[config.mk]
export PLATFORM = sky130hd
export DESIGN_NAME = icache_flat
export DESIGN_NICKNAME = d
export VERILOG_FILES = /design/src/rtl/icache_if.sv /design/src/rtl/icache.sv /design/src/flat_wrapper.sv
export SDC_FILE = /design/constraint.sdc
export NUM_CORES = 1
export LEC_CHECK = 0
export ABC_AREA = 0
export CAP_MARGIN = 20
export CORE_ASPECT_RATIO = 0.7
export CORE_UTILIZATION = 60
export CTS_CLUSTER_SIZE = 8
export DETAILED_ROUTE_END_ITERATION = 12
export GPL_TIMING_DRIVEN = 0
export HOLD_SLACK_MARGIN = 0.15
export PLACE_DENSITY_LB_ADDON = 0.25
export SLEW_MARGIN = 10
export SYNTH_ARGS = -nofsm -noshare
export SYNTH_HDL_FRONTEND = slang
export SYNTH_SLANG_ARGS = --single-unit
[constraint.sdc]
create_clock -name CLK -period 7.27 [get_ports CLK]
set_clock_uncertainty 0.15 [all_clocks]
set_input_delay 1.454 -clock CLK [delete_from_list [all_inputs] [get_ports CLK]]
set_output_delay 1.454 -clock CLK [all_outputs]
set_load 0.005 [all_outputs]
[src/rtl/icache_if.sv]
// icache_if: fetch-port bundle between the datapath, the icache and the
// memory controller's instruction port.
//   imemREN/imemaddr  datapath fetch request and word address
//   ihit/imemload     fetch satisfied this cycle / instruction word
//   iREN/iaddr        single-word read request to memory
//   iwait/iload       memory busy / read data
// slave  : the cache's view (responder to the datapath, requester to memory)
// master : the combined datapath + memory view driving the cache
interface icache_if #(
   parameter int ADDR_W = 32
);
   logic              imemREN;
   logic [ADDR_W-1:0] imemaddr;
   logic              ihit;
   logic [ADDR_W-1:0] imemload;
   logic              iREN;
   logic [ADDR_W-1:0] iaddr;
   logic              iwait;
   logic [ADDR_W-1:0] iload;

   modport slave (
      input  imemREN, imemaddr, iwait, iload,
      output ihit, imemload, iREN, iaddr
   );

   modport master (
      output imemREN, imemaddr, iwait, iload,
      input  ihit, imemload, iREN, iaddr
   );
endinterface

[src/rtl/icache.sv]
// icache: direct-mapped, read-only, one-word-per-frame instruction cache.
// Hits return combinationally in the request cycle; a miss issues a single
// word read, refills the frame, then the lookup hits on the following cycle.
// Ports:
//   CLK        clock, rising edge
//   RST        synchronous active-high reset (clears valid bits, FSM, counters)
//   dcif       icache_if.slave fetch/memory bundle
//   hit_count  cycles with ihit=1        (only with ICACHE_STATS_EN)
//   miss_count IDLE->FETCH transitions   (only with ICACHE_STATS_EN)
// Optional feature macro: ICACHE_STATS_EN adds the hit/miss counters.
module icache #(
   parameter int SETS   = 16,
   parameter int ADDR_W = 32
) (
   input  logic        CLK,
   input  logic        RST,
   icache_if.slave     dcif
`ifdef ICACHE_STATS_EN
   ,
   output logic [31:0] hit_count,
   output logic [31:0] miss_count
`endif
);

   localparam int IDX_W = $clog2(SETS);
   localparam int TAG_W = ADDR_W - IDX_W - 2;

   typedef enum logic {IDLE, FETCH} state_t;

   state_t state, next_state;

   logic [SETS-1:0]   valid;
   logic [TAG_W-1:0]  tag_arr  [SETS];
   logic [ADDR_W-1:0] data_arr [SETS];
   logic [ADDR_W-1:0] miss_addr;

   logic [IDX_W-1:0]  req_idx, miss_idx;
   logic [TAG_W-1:0]  req_tag, miss_tag;
   logic              lookup_hit;
   logic              start_miss;
   logic              refill;

   always_comb begin
      req_idx    = dcif.imemaddr[IDX_W+1:2];
      req_tag    = dcif.imemaddr[ADDR_W-1:IDX_W+2];
      miss_idx   = miss_addr[IDX_W+1:2];
      miss_tag   = miss_addr[ADDR_W-1:IDX_W+2];
      lookup_hit = valid[req_idx] && (tag_arr[req_idx] == req_tag);
   end

   always_ff @(posedge CLK) begin
      if (RST) state <= IDLE;
      else     state <= next_state;
   end

   always_comb begin
      next_state    = state;
      dcif.ihit     = 1'b0;
      dcif.imemload = '0;
      dcif.iREN     = 1'b0;
      dcif.iaddr    = '0;
      start_miss    = 1'b0;
      refill        = 1'b0;
      case (state)
         IDLE: begin
            if (dcif.imemREN) begin
               if (lookup_hit) begin
                  dcif.ihit     = 1'b1;
                  dcif.imemload = data_arr[req_idx];
               end else begin
                  start_miss = 1'b1;
                  next_state = FETCH;
               end
            end
         end
         FETCH: begin
            // The read is not cancellable: imemREN/imemaddr are ignored here.
            dcif.iREN  = 1'b1;
            dcif.iaddr = miss_addr;
            if (!dcif.iwait) begin
               refill     = 1'b1;
               next_state = IDLE;
            end
         end
         default: next_state = IDLE;
      endcase
   end

   always_ff @(posedge CLK) begin
      if (RST) begin
         valid     <= '0;
         miss_addr <= '0;
      end else begin
         if (start_miss) miss_addr <= dcif.imemaddr;
         if (refill)     valid[miss_idx] <= 1'b1;
      end
   end

   // Tag/data arrays carry no reset; a refill cut short by RST is dropped.
   always_ff @(posedge CLK) begin
      if (!RST && refill) begin
         tag_arr[miss_idx]  <= miss_tag;
         data_arr[miss_idx] <= dcif.iload;
      end
   end

`ifdef ICACHE_STATS_EN
   always_ff @(posedge CLK) begin
      if (RST) begin
         hit_count  <= '0;
         miss_count <= '0;
      end else begin
         if (dcif.ihit) hit_count  <= hit_count + 32'd1;
         if (start_miss) miss_count <= miss_count + 32'd1;
      end
   end
`endif

endmodule

[src/flat_wrapper.sv]
// flat-port wrapper written by rule: the top's interface ports become plain ports
module icache_flat 
#(
   parameter int SETS   = 16,
   parameter int ADDR_W = 32
)
  (CLK, RST, dcif_imemREN, dcif_imemaddr, dcif_iwait, dcif_iload, dcif_ihit, dcif_imemload, dcif_iREN, dcif_iaddr);
  icache_if #(.ADDR_W(ADDR_W)) dcif_i ();
  input  logic CLK;
  input  logic RST;
  input wire logic [$bits(dcif_i.imemREN)-1:0] dcif_imemREN;
  input wire logic [$bits(dcif_i.imemaddr)-1:0] dcif_imemaddr;
  input wire logic [$bits(dcif_i.iwait)-1:0] dcif_iwait;
  input wire logic [$bits(dcif_i.iload)-1:0] dcif_iload;
  output wire logic [$bits(dcif_i.ihit)-1:0] dcif_ihit;
  output wire logic [$bits(dcif_i.imemload)-1:0] dcif_imemload;
  output wire logic [$bits(dcif_i.iREN)-1:0] dcif_iREN;
  output wire logic [$bits(dcif_i.iaddr)-1:0] dcif_iaddr;
  assign dcif_i.imemREN = dcif_imemREN;
  assign dcif_i.imemaddr = dcif_imemaddr;
  assign dcif_i.iwait = dcif_iwait;
  assign dcif_i.iload = dcif_iload;
  assign dcif_ihit = dcif_i.ihit;
  assign dcif_imemload = dcif_i.imemload;
  assign dcif_iREN = dcif_i.iREN;
  assign dcif_iaddr = dcif_i.iaddr;
  icache #(.SETS(SETS), .ADDR_W(ADDR_W)) u_core (.CLK(CLK), .RST(RST), .dcif(dcif_i));
endmodule
==> out/qor.yml <==
fin_nets: 2259
path_max_fanout: 10
met3_wirelength_mm: 12.2
ctsHoldBuffers: 0
layout_common_cells: "edfxtp_1, mux4_2, clkbuf_16"
ys_top_cells_by_area: "edfxtp_1, mux4_2, dfxtp_1, mux2i_1, and2_1"
start_util: 0.610
grt_usage: 0.323
crit_type: "in -> out"
synth-seq-cells: 977
ff2ff_path_depth: 8
netlist_area_sq_um: 38700
die_w_microns: 306
wl_met2_mm: 49.7
worstSetupEndpointType: "output pin"
post-place-ws_ns: -0.378
setup_violations: 0
dp_hpwl_mm: 64.1
drt-pass1-iter-count: 7
die_h_microns: 215
crit_arrival_ns: 5.60
maxSlewViolCount: 0
drive_above_1_share: 0.277
synth_nets: 1907
slew-limit-headroom: 0.308
start_kind: "input port"
cts_tree: "done"
syn_to_final_growth_pct: 20.1
finalCriticalPeriod_ns: 7.20
cts-buffers-inserted: 140
cts.path.max_buffers: 3
routedWlPerCell_microns: 33.9
drc: 0
grt_max_degree: 21
grt-ovfl-total: 0
min_path_cells: 1
grt_pass1_vias: 22000
power_leakage_nw: 15.4
rows: 77
die_area_sq_um: 65600
drt_iter0_drc: 3227
final_common_cell: "edfxtp_1"
finalWorstSetupSlack_ns: 0.0680
num_vias: 21300
hold_viol: 0
yosysSeqAreaShare: 0.745
async_reset_ff_frac: 0
crit_buf_inv: 9
cts_root_buffer: "clkbuf_16"
synth.top_cell.area_share: 0.719
top_layer: "met5"
path_depth: 12
cp.required_ns: 5.67
hp-start: "u_core.valid[2]$_SDFFE_PP0P_"
tightest_slew_ns: 1.04
postRouteAntennaNets: 0
io_buffers: 129
pin_count: 134
setup-tns-final_ns: 0
synth_largest_area_cell: "edfxtp_1"
slowest_delay_ns: 0.68
synth_edf_count: 928
routabilityCongestion: 0.901
wl_met1_mm: 39.1
r2r-start: "u_core.state$_SDFF_PP0_"
post-cts-setup-buffer-count: 0
finalCritPeriodShare: 0.991
path_cells: "buf_4 > buf_6 > buf_6 > buf_6 > buf_6 > buf_2 > clkbuf_1 > clkbuf_1 > mux4_2 > mux4_2 > and2_1 > clkdlybuf4s50_1"
clock.fmax_ghz: 0.139
slowest_stage: "clkbuf_1"
synth_cell_type_count: 60
drt_wl_total_mm: 104
synth_ff_type: "edfxtp_1"
crit_family: "buffers and inverters"
max_cap_violations: 0
clock_latency_ns: 0.70
syn_inst: 1839
h-tree-depth: 4
antenna_found_initial: 4
critical_path.startpoint: "dcif_imemaddr[4]"
fin_hold_ws_ns: 0.303
p_per_area_nw_per_um2: 277
yosys_warnings: 0
via_per_inst: 6.95
hp-class: "reg -> reg"
path_clk_slew_ns: 0.05
core_sq_um: 63500
cpMostUsedCell: "buf_6"
syn_avg_cell_area_sq_um: 21.1
peakVddDrop_mv: 0.228
r2r_setup_slack_ns: 3.57
grt_pass1_wl_mm: 149
final_core_util: 0.733
cts_sinks: 977
status: "finished clean"
-- per-stage QoR --
stage / total power [mW] / cell area (sq um) / std cells
finish: 12.9 / 46500 / 3067
detailed placement: 7.07 / 42500 / 2876
floorplan: 6.78 / 38700 / 1839
global placement: 7.04 / 41100 / 2797
global route: 13.2 / 46500 / 3065
CTS: 12.9 / 46500 / 3061
-- path summary, 6_finish.rpt --
path	end
setup reg to reg	u_core.data_arr[0][10]$_DFFE_PP_
hold reg to reg	u_core.valid[2]$_SDFFE_PP0P_
setup / recovery	dcif_imemload[0]
hold / removal	u_core.valid[2]$_SDFFE_PP0P_
-- state kept, by name (all words and copies together) (netlist names) --
register          cells
u_core.tag_arr      416
u_core.data_arr     512
u_core.miss_addr     32
u_core.state          1
u_core.valid         16
-- where the power goes --
| part | total [mW] | switching (mW) | internal, mW |
|---|---|---|---|
| logic | 0.663 | 0.372 | 0.292 |
| registers | 6.34 | 0.0944 | 6.25 |
| clock network | 5.88 | 2.27 | 3.61 |
-- layout make-up --
cell class              count  area [sq um]
flip-flops and latches    977         28800
fillers                  3445         17000
multi-input cells         746          9390
clock buffers             178          3820
repair buffers            210          2630
well taps                 829          1040
plain buffers             110           708
clock inverters             7          68.8
inverters                   6          22.5
diodes                      4          10.0
-- synthesized netlist by cell type, drive strengths merged (2+ instances only) --
master and instances:
edfxtp 928, mux4 268, nand2 75, and2 68, buf 63, mux2i 55, dfxtp 49, nor2 49
clkbuf 47, a21oi 40, o311ai 32, and3 29, xor2 19, a21o 16, xnor2 15, nor3 12
nand2b 8, nor2b 8, inv 6, nand4 5, a221oi 4, a22o 4, mux2 4, nand3 4
o22ai 4, a22oi 3, o21ai 3, a211oi 2, nor4 2, nor4b 2
-- per-layer routing --
metal,vias to the layer above,track usage
li1,8319,-
met2,1673,0.503
met4,2,0.105
met3,265,0.0843
met1,11100,0.452
met5,-,0
-- logic make-up after synthesis --
| family | count (synthesis) | share of synthesized area |
|---|---|---|
| flops | 977 | 0.745 |
| simple gates | 266 | 0.0359 |
| buf+inv | 116 | 0.0169 |
| xor+xnor | 34 | 0.00788 |
| mux | 327 | 0.172 |
| compound gates | 119 | 0.0233 |
-- timing repair --
| action | CTS | global route |
|---|---|---|
| pin swaps | 0 | 2 |
| gates cloned | 0 | 0 |
| endpoints found under the setup margin | 33 | 32 |
| gates resized for setup | 30 | 17 |
(Power assumes the default switching activity.)
